$ cat config.mk
export PLATFORM = sky130hd
export DESIGN_NAME = sram_serial_tx_flat
export DESIGN_NICKNAME = d
export VERILOG_FILES = /design/src/rtl/sram_serial_tx_if.sv /design/src/rtl/sram_serial_tx.sv /design/src/flat_wrapper.sv
export SDC_FILE = /design/constraint.sdc
export NUM_CORES = 1
export LEC_CHECK = 0
export CORE_ASPECT_RATIO = 0.9
export CORE_UTILIZATION = 25
export CTS_CLUSTER_SIZE = 10
export DETAILED_ROUTE_END_ITERATION = 12
export PLACE_DENSITY_LB_ADDON = 0.05
export SLEW_MARGIN = 40
export SYNTH_ARGS = -nofsm -noshare
export SYNTH_HDL_FRONTEND = slang
export SYNTH_SLANG_ARGS = --single-unit
$ cat constraint.sdc
create_clock -name avr_clk -period 2 [get_ports avr_clk]
set_clock_uncertainty 0.2 [all_clocks]
set_input_delay 0.6 -clock avr_clk [delete_from_list [all_inputs] [get_ports avr_clk]]
set_output_delay 0.6 -clock avr_clk [all_outputs]
set_load 0.05 [all_outputs]
$ cat src/rtl/sram_serial_tx_if.sv
// Signal bundle between the AVR/SRAM side and the serial read-back engine.
// The master modport is the environment (AVR control pins + SRAM data bus),
// the slave modport is the sram_serial_tx engine itself.
interface sram_serial_tx_if #(
    parameter int ADDR_W = 21,
    parameter int DATA_W = 8
);
    logic              addr_load;
    logic [ADDR_W-1:0] addr_in;
    logic              rd_start;
    logic [DATA_W-1:0] sram_data;
    logic [ADDR_W-1:0] sram_addr;
    logic              sram_ce_n;
    logic              sram_oe_n;
    logic              avr_so;
    logic              so_valid;
    logic              busy;
    logic              done;

    modport master (
        output addr_load, addr_in, rd_start, sram_data,
        input  sram_addr, sram_ce_n, sram_oe_n, avr_so, so_valid, busy, done
    );

    modport slave (
        input  addr_load, addr_in, rd_start, sram_data,
        output sram_addr, sram_ce_n, sram_oe_n, avr_so, so_valid, busy, done
    );
endinterface

$ cat src/rtl/sram_serial_tx.sv
// Read-back path of the AVR<->CPLD serial link.
// On rd_start, strobes the SRAM for WAIT_CYC cycles at the current address,
// captures the byte, shifts it out MSB-first on avr_so (one bit per clock),
// pulses done, then post-increments the address (modulo 2^ADDR_W).
// Optional feature macro SO_PARITY_EN: appends an even-parity bit (XOR of the
// captured byte) after the data bits, lengthening the shift phase by one cycle.
module sram_serial_tx #(
    parameter int ADDR_W   = 21,
    parameter int DATA_W   = 8,
    parameter int WAIT_CYC = 2
) (
    input logic             avr_clk,
    input logic             reset,
    sram_serial_tx_if.slave bus
);

`ifdef SO_PARITY_EN
    localparam int SH_W = DATA_W + 1;
`else
    localparam int SH_W = DATA_W;
`endif
    localparam int CNT_MAX = (WAIT_CYC > SH_W) ? (WAIT_CYC - 1) : (SH_W - 1);
    localparam int CNT_W   = (CNT_MAX < 1) ? 1 : $clog2(CNT_MAX + 1);

    typedef enum logic [1:0] {
        ST_IDLE,
        ST_ACCESS,
        ST_SHIFT,
        ST_DONE
    } state_t;

    state_t            state;
    state_t            state_next;
    logic [CNT_W-1:0]  cnt;
    logic [CNT_W-1:0]  cnt_next;
    logic [SH_W-1:0]   shreg;
    logic [SH_W-1:0]   cap_word;
    logic [ADDR_W-1:0] addr;
    logic              capture;
    logic              shift_en;
    logic              load_en;
    logic              incr_en;

`ifdef SO_PARITY_EN
    function automatic logic even_parity(input logic [DATA_W-1:0] d);
        return ^d;
    endfunction

    // Parity rides in the LSB so it leaves last, right after the data bits
    assign cap_word = {bus.sram_data, even_parity(bus.sram_data)};
`else
    assign cap_word = bus.sram_data;
`endif

    // State register and per-phase down counter
    always_ff @(posedge avr_clk or posedge reset) begin
        if (reset) begin
            state <= ST_IDLE;
            cnt   <= '0;
        end else begin
            state <= state_next;
            cnt   <= cnt_next;
        end
    end

    // Next-state logic; also decides when the datapath captures, shifts, loads or increments
    always_comb begin
        state_next = state;
        cnt_next   = cnt;
        capture    = 1'b0;
        shift_en   = 1'b0;
        load_en    = 1'b0;
        incr_en    = 1'b0;
        case (state)
            ST_IDLE: begin
                // A simultaneous load lands on the same edge, so the read uses the new address
                load_en = bus.addr_load;
                if (bus.rd_start) begin
                    state_next = ST_ACCESS;
                    cnt_next   = CNT_W'(WAIT_CYC - 1);
                end
            end
            ST_ACCESS: begin
                if (cnt == '0) begin
                    capture    = 1'b1;
                    state_next = ST_SHIFT;
                    cnt_next   = CNT_W'(SH_W - 1);
                end else begin
                    cnt_next = cnt - CNT_W'(1);
                end
            end
            ST_SHIFT: begin
                shift_en = 1'b1;
                if (cnt == '0) begin
                    state_next = ST_DONE;
                end else begin
                    cnt_next = cnt - CNT_W'(1);
                end
            end
            ST_DONE: begin
                incr_en    = 1'b1;
                state_next = ST_IDLE;
            end
            default: begin
                state_next = ST_IDLE;
            end
        endcase
    end

    // Shift register: parallel capture at the end of ACCESS, then MSB-first shift with zero fill
    always_ff @(posedge avr_clk or posedge reset) begin
        if (reset) begin
            shreg <= '0;
        end else if (capture) begin
            shreg <= cap_word;
        end else if (shift_en) begin
            shreg <= {shreg[SH_W-2:0], 1'b0};
        end
    end

    // Address register: parallel load while idle, post-increment leaving DONE (wraps silently)
    always_ff @(posedge avr_clk or posedge reset) begin
        if (reset) begin
            addr <= '0;
        end else if (load_en) begin
            addr <= bus.addr_in;
        end else if (incr_en) begin
            addr <= addr + ADDR_W'(1);
        end
    end

    // Outputs decode straight from state so an async reset clears them immediately
    assign bus.sram_addr = addr;
    assign bus.sram_ce_n = (state != ST_ACCESS);
    assign bus.sram_oe_n = (state != ST_ACCESS);
    assign bus.avr_so    = (state == ST_SHIFT) ? shreg[SH_W-1] : 1'b1;
    assign bus.so_valid  = (state == ST_SHIFT);
    assign bus.busy      = (state != ST_IDLE);
    assign bus.done      = (state == ST_DONE);

endmodule

$ cat src/flat_wrapper.sv
// flat-port wrapper written by rule: the top's interface ports become plain ports
module sram_serial_tx_flat 
#(
    parameter int ADDR_W   = 21,
    parameter int DATA_W   = 8,
    parameter int WAIT_CYC = 2
)
  (avr_clk, reset, bus_addr_load, bus_addr_in, bus_rd_start, bus_sram_data, bus_sram_addr, bus_sram_ce_n, bus_sram_oe_n, bus_avr_so, bus_so_valid, bus_busy, bus_done);
  sram_serial_tx_if #(.ADDR_W(ADDR_W), .DATA_W(DATA_W)) bus_i ();
  input logic avr_clk;
  input logic reset;
  input wire logic [$bits(bus_i.addr_load)-1:0] bus_addr_load;
  input wire logic [$bits(bus_i.addr_in)-1:0] bus_addr_in;
  input wire logic [$bits(bus_i.rd_start)-1:0] bus_rd_start;
  input wire logic [$bits(bus_i.sram_data)-1:0] bus_sram_data;
  output wire logic [$bits(bus_i.sram_addr)-1:0] bus_sram_addr;
  output wire logic [$bits(bus_i.sram_ce_n)-1:0] bus_sram_ce_n;
  output wire logic [$bits(bus_i.sram_oe_n)-1:0] bus_sram_oe_n;
  output wire logic [$bits(bus_i.avr_so)-1:0] bus_avr_so;
  output wire logic [$bits(bus_i.so_valid)-1:0] bus_so_valid;
  output wire logic [$bits(bus_i.busy)-1:0] bus_busy;
  output wire logic [$bits(bus_i.done)-1:0] bus_done;
  assign bus_i.addr_load = bus_addr_load;
  assign bus_i.addr_in = bus_addr_in;
  assign bus_i.rd_start = bus_rd_start;
  assign bus_i.sram_data = bus_sram_data;
  assign bus_sram_addr = bus_i.sram_addr;
  assign bus_sram_ce_n = bus_i.sram_ce_n;
  assign bus_sram_oe_n = bus_i.sram_oe_n;
  assign bus_avr_so = bus_i.avr_so;
  assign bus_so_valid = bus_i.so_valid;
  assign bus_busy = bus_i.busy;
  assign bus_done = bus_i.done;
  sram_serial_tx #(.ADDR_W(ADDR_W), .DATA_W(DATA_W), .WAIT_CYC(WAIT_CYC)) u_core (.avr_clk(avr_clk), .reset(reset), .bus(bus_i));
endmodule
; Word-level counts from Yosys, hierarchy flattened
; Cells that the tools add are included.
[totals]
register_bits = 34
latchBits = 0
mem_bits_rw = 0
rom_bits = 0
inputBits = 33
output_inout_bits = 27
memories = 0
[op_classes]
addsub = 2
n_mul = 0
n_div = 0
n_lt_le_gt_ge = 0
eq_ne = 8
shifts = 0
n_mux = 18
n_bitwise = 0
reduce_logical = 8
[op_table]
columns = op, count
row1 = 21-bit 2-to-1 mux, 2
row2 = 21-bit by 1-bit adder with 21-bit output (second input constant), 1
row3 = 8-bit 2-to-1 mux, 2
row4 = 3-bit 2-to-1 mux, 3
row5 = 3-bit case mux with 3 select lines, 1
row6 = 2-bit case mux with 4 select lines, 1
row7 = 1-bit 2-to-1 mux, 6
row8 = 2-bit 2-to-1 mux, 3
row9 = 2-bit by 1-bit inequality test with 1-bit output (second input constant), 3
row10 = 3-bit AND reduction, 2
row11 = 2-bit nonzero test, 3
row12 = 2-bit == test (second input constant), 2
row13 = 2-bit inequality test (second input constant), 2
row14 = 3-bit zero test, 1
row15 = 3-bit nonzero test, 1
row16 = 3-bit by 1-bit subtractor with 3-bit output (second input constant), 1
row17 = 2-bit by 1-bit == test with 1-bit output (second input constant), 1
row18 = 2-bit zero test, 1

; Longest topological paths before layout
; Gate-level depths: netlist of the first run.
[logic_depth]
depth_word = 4
depth_mapped = 7
depth_no_buf = 6

; Least setup slack after synthesis of the first run
; OpenSTA, ideal clock, no wires.
[synth_path]
kind = register to output
from = reg u_core.state[0]
to = out bus_avr_so
arrival_time_ns = 1.868
setup_slack_ns = -0.668
stages_incl_launch_ff = 5
n_path_buf = 1
path_cell_list = dfrtp_1 inv_1 ha_1 buf_1 nand2b_1
[synth_via]
elab_chain_cells = 2
[synth_rtl]
columns = element, line
row1 = "start, declared", sram_serial_tx.sv:32  ; state_t state;
row2 = "start signal, assigned", sram_serial_tx.sv:61  ; state <= state_next;
row3 = 2-bit == test, -
row4 = net bus_so_valid, flat_wrapper.sv:20  ; output wire logic [$bits(bus_i.so_valid)-1:0] bus_so_valid;
row5 = 1-bit 2-to-1 mux, sram_serial_tx.sv:136  ; assign bus.avr_so = (state == ST_SHIFT) ? shreg[SH_W-1] : 1'b1;
row6 = "end, declared", flat_wrapper.sv:19  ; output wire logic [$bits(bus_i.avr_so)-1:0] bus_avr_so;
; The timed path passes the listed nets, and every way through them passes these cells.

; Final worst setup path of the first run
[layout_path]
from = reg u_core.state[1]
to = out bus_avr_so
[layout_via]
elab_chain_cells = 2
[layout_rtl]
columns = element, line
row1 = 2-bit == test, sram_serial_tx.sv:136
row2 = 1-bit 2-to-1 mux, sram_serial_tx.sv:136
; No other way between the ends.

==> impl_metrics.json, run 1 <==
{
  "max_stage_delay_ns": 0.46,
  "cts_buffer_depth": 2,
  "grt_pass1_vias": 1752,
  "diodes": 0,
  "status": "finished with violations",
  "critPathBufInv": 2,
  "period_minus_slack_ns": 2.070,
  "finalNonFillerCells": 405,
  "final_util": 0.4501,
  "drive_above_1_share": 0.3398,
  "drv_slew": 0,
  "overflow": 0,
  "grt_max_degree": 35,
  "yosysTopAreaCellShare": 0.4351,
  "maxSlewHeadroom": 0.7866,
  "dp_cells": 388,
  "clk_pin_slew_worst_paths_ns": 0.07,
  "synth.area.top_cells": "dfrtp_1 (44%), ha_1 (5.1%), o21ai_0 (5.1%), nand2_1 (4.6%), mux2i_1 (4.1%)",
  "yosysSeqAreaShare": 0.4351,
  "dr.pass1.iters": 4,
  "drtIter0Drc": 40,
  "design.die.area_um2": 8181,
  "fmax_mhz": 483.2,
  "vias_per_cell": 4.499,
  "ys_ff_latch": 34,
  "grt_pass1_wl_um": 8411,
  "synth_cell_types": 39,
  "cts-htree-levels": 2,
  "routed_wl_um": 5141,
  "synthToLayoutAreaGrowth_pct": 73.64,
  "peakVddDrop_mv": 0.8594,
  "clock-sinks": 34,
  "syn_area_per_cell_um2": 9.181,
  "die_h_um": 85.91,
  "synth_nets": 254,
  "setup_viol": 7,
  "crit_arrival_ns": 1.27,
  "finalWorstSetupSlack_ns": -0.06961,
  "whs_ns": 0.3216,
  "nets": 349,
  "tritoncts": "yes",
  "ys.warnings.count": 0,
  "cp_max_fo": 4,
  "synth_edf_count": 0,
  "power_density_nw_per_um2": 1790,
  "start_util": 0.2592,
  "crit_required_ns": 1.20,
  "gp_congestion": 0.7868,
  "yosysTopAreaCell": "dfrtp_1",
  "vias": 1822,
  "rsz0062_at_grt": "yes",
  "grt_usage": 0.1341,
  "crit_type": "reg -> out",
  "total_leakage_power_nw": 1.413,
  "synth_most_common_cell": "dfrtp_1",
  "cp_top_family": "flip-flops",
  "rows": 30,
  "syn_area_um2": 1956,
  "synth_cells": 213,
  "async_reset_ff_frac": 1.000,
  "ys.flop_type": "dfrtp_1",
  "cts_root_buf": "clkbuf_8",
  "hold_path_class": "reg -> reg",
  "wl_per_cell_um": 12.69,
  "slowest_stage": "dfrtp_2",
  "clock_latency_ns": 0.28,
  "ctsHoldBuffers": 0,
  "ant_nets": 0,
  "port_buffers": 59,
  "yosys-top-cells-count": "dfrtp_1 (34), nand2_1 (24), o21ai_0 (20), inv_1 (15), nor2_1 (15)",
  "maxCapViolCount": 0,
  "final_hold_viol_count": 0,
  "crit_chain": "buf_6, ha_4, nand2b_4, buf_12",
  "violations": "negative setup slack",
  "tightest_slew_ns": 0.3168,
  "critPathLaunchType": "register",
  "die_w_um": 95.23,
  "post-dp-hpwl_um": 3854,
  "core-area_um2": 7545,
  "fillers": 739,
  "io_pins": 60,
  "finalCritPeriodShare": 1.035,
  "drc": 0,
  "grt_antenna_before_repair": 0,
  "cp-end-kind": "primary output",
  "cts_buffers": 5
}
## metal layers
layer / global-route usage / up-vias / wire (um)
met5: 0 / - / 0
li1: - / 936 / -
met3: 0.03457 / 5 / 265
met2: 0.1922 / 38 / 2218
met1: 0.1970 / 843 / 2614
met4: 0.03719 / 0 / 42
## metrics by stage
stage          instance area [um2]  setup TNS, ns  power, mW  worst slack [ns]
6_report                      3396        -0.2892      6.078          -0.06961
4_1_cts                       3366        -0.3476      6.068          -0.08274
5_1_grt                       3396        -0.6402      6.466           -0.1173
3_3_place_gp                  3181       -0.04141      5.291          -0.03574
2_1_floorplan                 2019        -0.5420      3.484           -0.1760
3_5_place_dp                  3181       -0.02441      5.289          -0.02441
## flip-flops by register name, indices dropped and copies added (netlist names)
name	flops
u_core.bus.sram_addr	21
u_core.shreg	8
u_core.cnt	3
u_core.state	2
## kinds of logic (layout without fill, tap and decap cells)
group,count (synthesis),in the layout,synth area share
AND/OR/NAND/NOR,78,78,0.2207
flip-flops,34,34,0.4351
multiplexers,10,10,0.05246
adder cells (fa/ha/maj),8,8,0.05119
buffers and inverters,24,120,0.04990
AO/OA/AOI/OAI,47,47,0.1369
XOR/XNOR,12,12,0.05375
## cells in the final DEF (no fill, tap or decap), types with 2 or more instances in the layout
| cell type | count |
|---|---|
| a21oi_1 | 12 |
| clkbuf_8 | 8 |
| o21ai_0 | 20 |
| nor3_1 | 6 |
| buf_4 | 35 |
| ha_4 | 3 |
| xor2_1 | 3 |
| nor4_1 | 3 |
| nand3b_1 | 2 |
| dfrtp_2 | 14 |
| a21o_1 | 2 |
| mux2i_1 | 8 |
| nand2_1 | 24 |
| inv_4 | 2 |
| or3_1 | 2 |
| clkdlybuf4s50_1 | 32 |
| nand3_1 | 8 |
| and2_1 | 2 |
| nor2_1 | 15 |
| o211ai_1 | 2 |
| a31oi_1 | 6 |
| mux2_2 | 2 |
| xnor2_1 | 9 |
| ha_1 | 4 |
| dfrtp_1 | 20 |
| a31o_2 | 2 |
| buf_12 | 28 |
| inv_1 | 11 |
| nand3_4 | 2 |
| nand4_1 | 4 |
## worst min-delay path, stage by stage (launching register included)
cell	delay, ns
dfrtp_1	0.35
nand3b_1	0.07
o21ai_0	0.07
## final cells by class
type / count / area, um2 / area share
Timing Repair Buffer: 97 / 1170 / 0.3445
Multi-Input combinational cell: 155 / 1062 / 0.3128
Sequential cell: 34 / 868.3 / 0.2557
Tap cell: 96 / 120.1 / 0.03537
Clock buffer: 8 / 110.1 / 0.03242
Inverter: 15 / 65.06 / 0.01916
## path summary, 6_finish.rpt
kind	to	slack, ns	startpoint	cells past startpoint
hold reg to reg	u_core.shreg[0]	0.32	u_core.shreg[0]	2
min in group asynchronous	u_core.bus.sram_addr[3]	0.47	reset	3
hold / removal	u_core.shreg[0]	0.32	u_core.shreg[0]	2
setup reg to reg	u_core.bus.sram_addr[19]	-0.03	u_core.state[0]	5
max in group asynchronous	u_core.state[1]	0.94	reset	3
setup / recovery	bus_avr_so	-0.07	u_core.state[1]	4
## power by group
part	internal (mW)	total [mW]	switching [mW]
registers	1.04	1.39	0.342
logic	2.03	4.10	2.07
clock network	0.348	0.595	0.247
total	3.42	6.08	2.66
## timing repair
action,in CTS,in global routing
pin swaps,2,2
resized for setup,10,3
endpoints found under the setup margin,6,9
setup buffers,6,3
endpoints found under the hold margin,0,0
No activity file was read; power rests on OpenSTA's default activity.
==> run 2: changes to the inputs <==
clock period = 2.2 ns   (was 2 ns; I/O delays follow)
==> run 2 against run 1 <==
  * The flow now finishes without violations
  * Global-route usage is 0.076 points higher
  * Clock power is 18% lower
  * Hold slack better by 0.011 ns
  * Sequential power is 5% lower
  * Core utilization is 3.8 points lower
  * Total power is 19% lower
  * Critical endpoint unchanged
  * First-iteration DRC count is 30% higher
  * Critical path type unchanged
  * Final cell count is 4.7% lower
  * Routed wire length is 2.0% lower
==> impl_metrics.json, run 2 (same netlist as run 1, synthesis figures left out) <==
{
  "r2r_setup_slack_ns": 0.13,
  "slowest_stage": "dfrtp_2",
  "nets": 330,
  "die_w_um": 95.23,
  "tightest_slew_ns": 0.5087,
  "dp_cells": 377,
  "fillers": 756,
  "multi_input_area_um2": 1062,
  "regArea_um2": 865.8,
  "diodes": 0,
  "most-common-layout-cells": "clkdlybuf4s50_1 (32), buf_4 (26), nand2_1 (24), dfrtp_1 (22), o21ai_0 (20)",
  "grt_antenna_before_repair": 0,
  "gp_congestion": 0.7837,
  "rsz0062_at_grt": "no",
  "die_h_um": 85.91,
  "max_stage_delay_ns": 0.45,
  "grt_use_met2": 0.1981,
  "grt_pass1_wl_um": 8514,
  "fmax_mhz": 466.9,
  "final_hold_viol_count": 0,
  "crit_chain": "buf_6, ha_4, nand2b_4, buf_12",
  "cp_top_family": "flip-flops",
  "cp-end-kind": "primary output",
  "cts_root_buf": "clkbuf_8",
  "finalNonFillerCells": 386,
  "r2r-end": "u_core.bus.sram_addr[19]",
  "crit_arrival_ns": 1.28,
  "rows": 30,
  "ctsHoldBuffers": 0,
  "synthToLayoutAreaGrowth_pct": 58.80,
  "largest_reg_flops": 21,
  "clk_pin_slew_worst_paths_ns": 0.07,
  "setup_viol": 0,
  "drc": 0,
  "rr_startpoint": "u_core.state[0]",
  "rr_worst_depth": 5,
  "cp_max_fo": 7,
  "critPathLaunchType": "register",
  "overflow": 0,
  "tritoncts": "yes",
  "cp-endpoint": "bus_avr_so",
  "critPathBufInv": 2,
  "design.die.area_um2": 8181,
  "total_leakage_power_nw": 1.269,
  "final_util": 0.4116,
  "peakVddDrop_mv": 0.6657,
  "core-area_um2": 7545,
  "status": "finished, final reports clean",
  "port_buffers": 59,
  "crit_required_ns": 1.34,
  "clock_latency_ns": 0.29,
  "grt_usage": 0.1348,
  "finalCritPeriodShare": 0.9736,
  "period_minus_slack_ns": 2.142,
  "routed_wl_um": 5037,
  "worst-path-stages": 4,
  "met3_usage": 0.03369,
  "cts_buffers": 5,
  "grt_pass1_vias": 1771,
  "met1_usage": 0.1913,
  "grt_max_degree": 35,
  "ant_nets": 0,
  "grt.busiest_layer": "met2",
  "cts_buffer_depth": 2,
  "crit_type": "reg -> out",
  "vias": 1751,
  "drv_slew": 0,
  "dr.pass1.iters": 4,
  "hold_path_class": "reg -> reg",
  "drive_above_1_share": 0.2793,
  "maxCapViolCount": 0,
  "cts-htree-levels": 2,
  "crit_start": "u_core.state[1]",
  "power_density_nw_per_um2": 1591,
  "start_util": 0.2592,
  "maxSlewHeadroom": 0.6577,
  "clock-sinks": 34,
  "wl_per_cell_um": 13.05,
  "post-dp-hpwl_um": 3815,
  "vias_per_cell": 4.536,
  "io_pins": 60,
  "drtIter0Drc": 52,
  "final_common_cell": "clkdlybuf4s50_1"
}
-- run 2: changes by cell type in the layout (fill, tap and decap cells not counted), sizes merged --
cell      change
clkbuf        -1
clkinvlp      -1
inv           +1
clkinv        +1
buf          -19
-- run 2: final cells by class --
type,instances,share of cell area
multi-input cells,155,0.3421
repair buffers,78,0.2921
flip-flops and latches,34,0.2788
well taps,96,0.03868
clock buffers,7,0.02780
inverters,15,0.01894
clock inverters,1,0.001612
-- run 2: metrics by stage --
step                      power, mW  hold slack, ns  setup WS, ns  setup TNS [ns]  area [um2]
after floorplan               3.145          0.2813      0.009609               0        2009
after global placement        4.421          0.3107       0.09297               0        2979
after detailed placement      4.440          0.3169       0.09143               0        2979
after CTS                     4.968          0.3360      -0.02914        -0.05778        3080
after global routing          5.297          0.3707       0.01192               0        3105
final                         4.942          0.3327       0.05816               0        3105
-- run 2: metal layers --
layer  wire [um]  part of all wire
met1        2526              0.50
met2        2214              0.44
met3         215             0.043
met4          80             0.016
met5           0                 0
-- run 2: report_power, final --
group | internal [mW] | switching, mW
registers | 0.946 | 0.373
logic | 1.43 | 1.71
clock network | 0.253 | 0.232
total | 2.63 | 2.32
-- run 2: repair_timing --
item,CTS,global route
pin swaps,0,1
setup buffers,1,0
setup endpoints to repair,4,4
gates resized for setup,2,7
-- run 2: worst min-delay path by stage --
stage	to	start	cells after the start	slack (ns)
global route	u_core.shreg[0]	u_core.shreg[0]	2	0.37
CTS	u_core.shreg[0]	u_core.shreg[0]	2	0.34
floorplan	u_core.shreg[0]	u_core.shreg[0]	2	0.28
finish	u_core.shreg[0]	u_core.shreg[0]	2	0.33
detailed placement	u_core.shreg[0]	u_core.shreg[0]	2	0.32
global placement	u_core.shreg[0]	u_core.shreg[0]	2	0.31
-- run 2: worst min-delay path, cell delays in order (launching register included) --
cell and delay [ns]:
dfrtp_1 0.35, nand3b_1 0.08, o21ai_0 0.07
==> run 3: changes to the inputs <==
GPL_ROUTABILITY_DRIVEN = 0   (was not set)
==> results of run 3 <==
Final layout, timing and power as in run 2 (identical DEF).
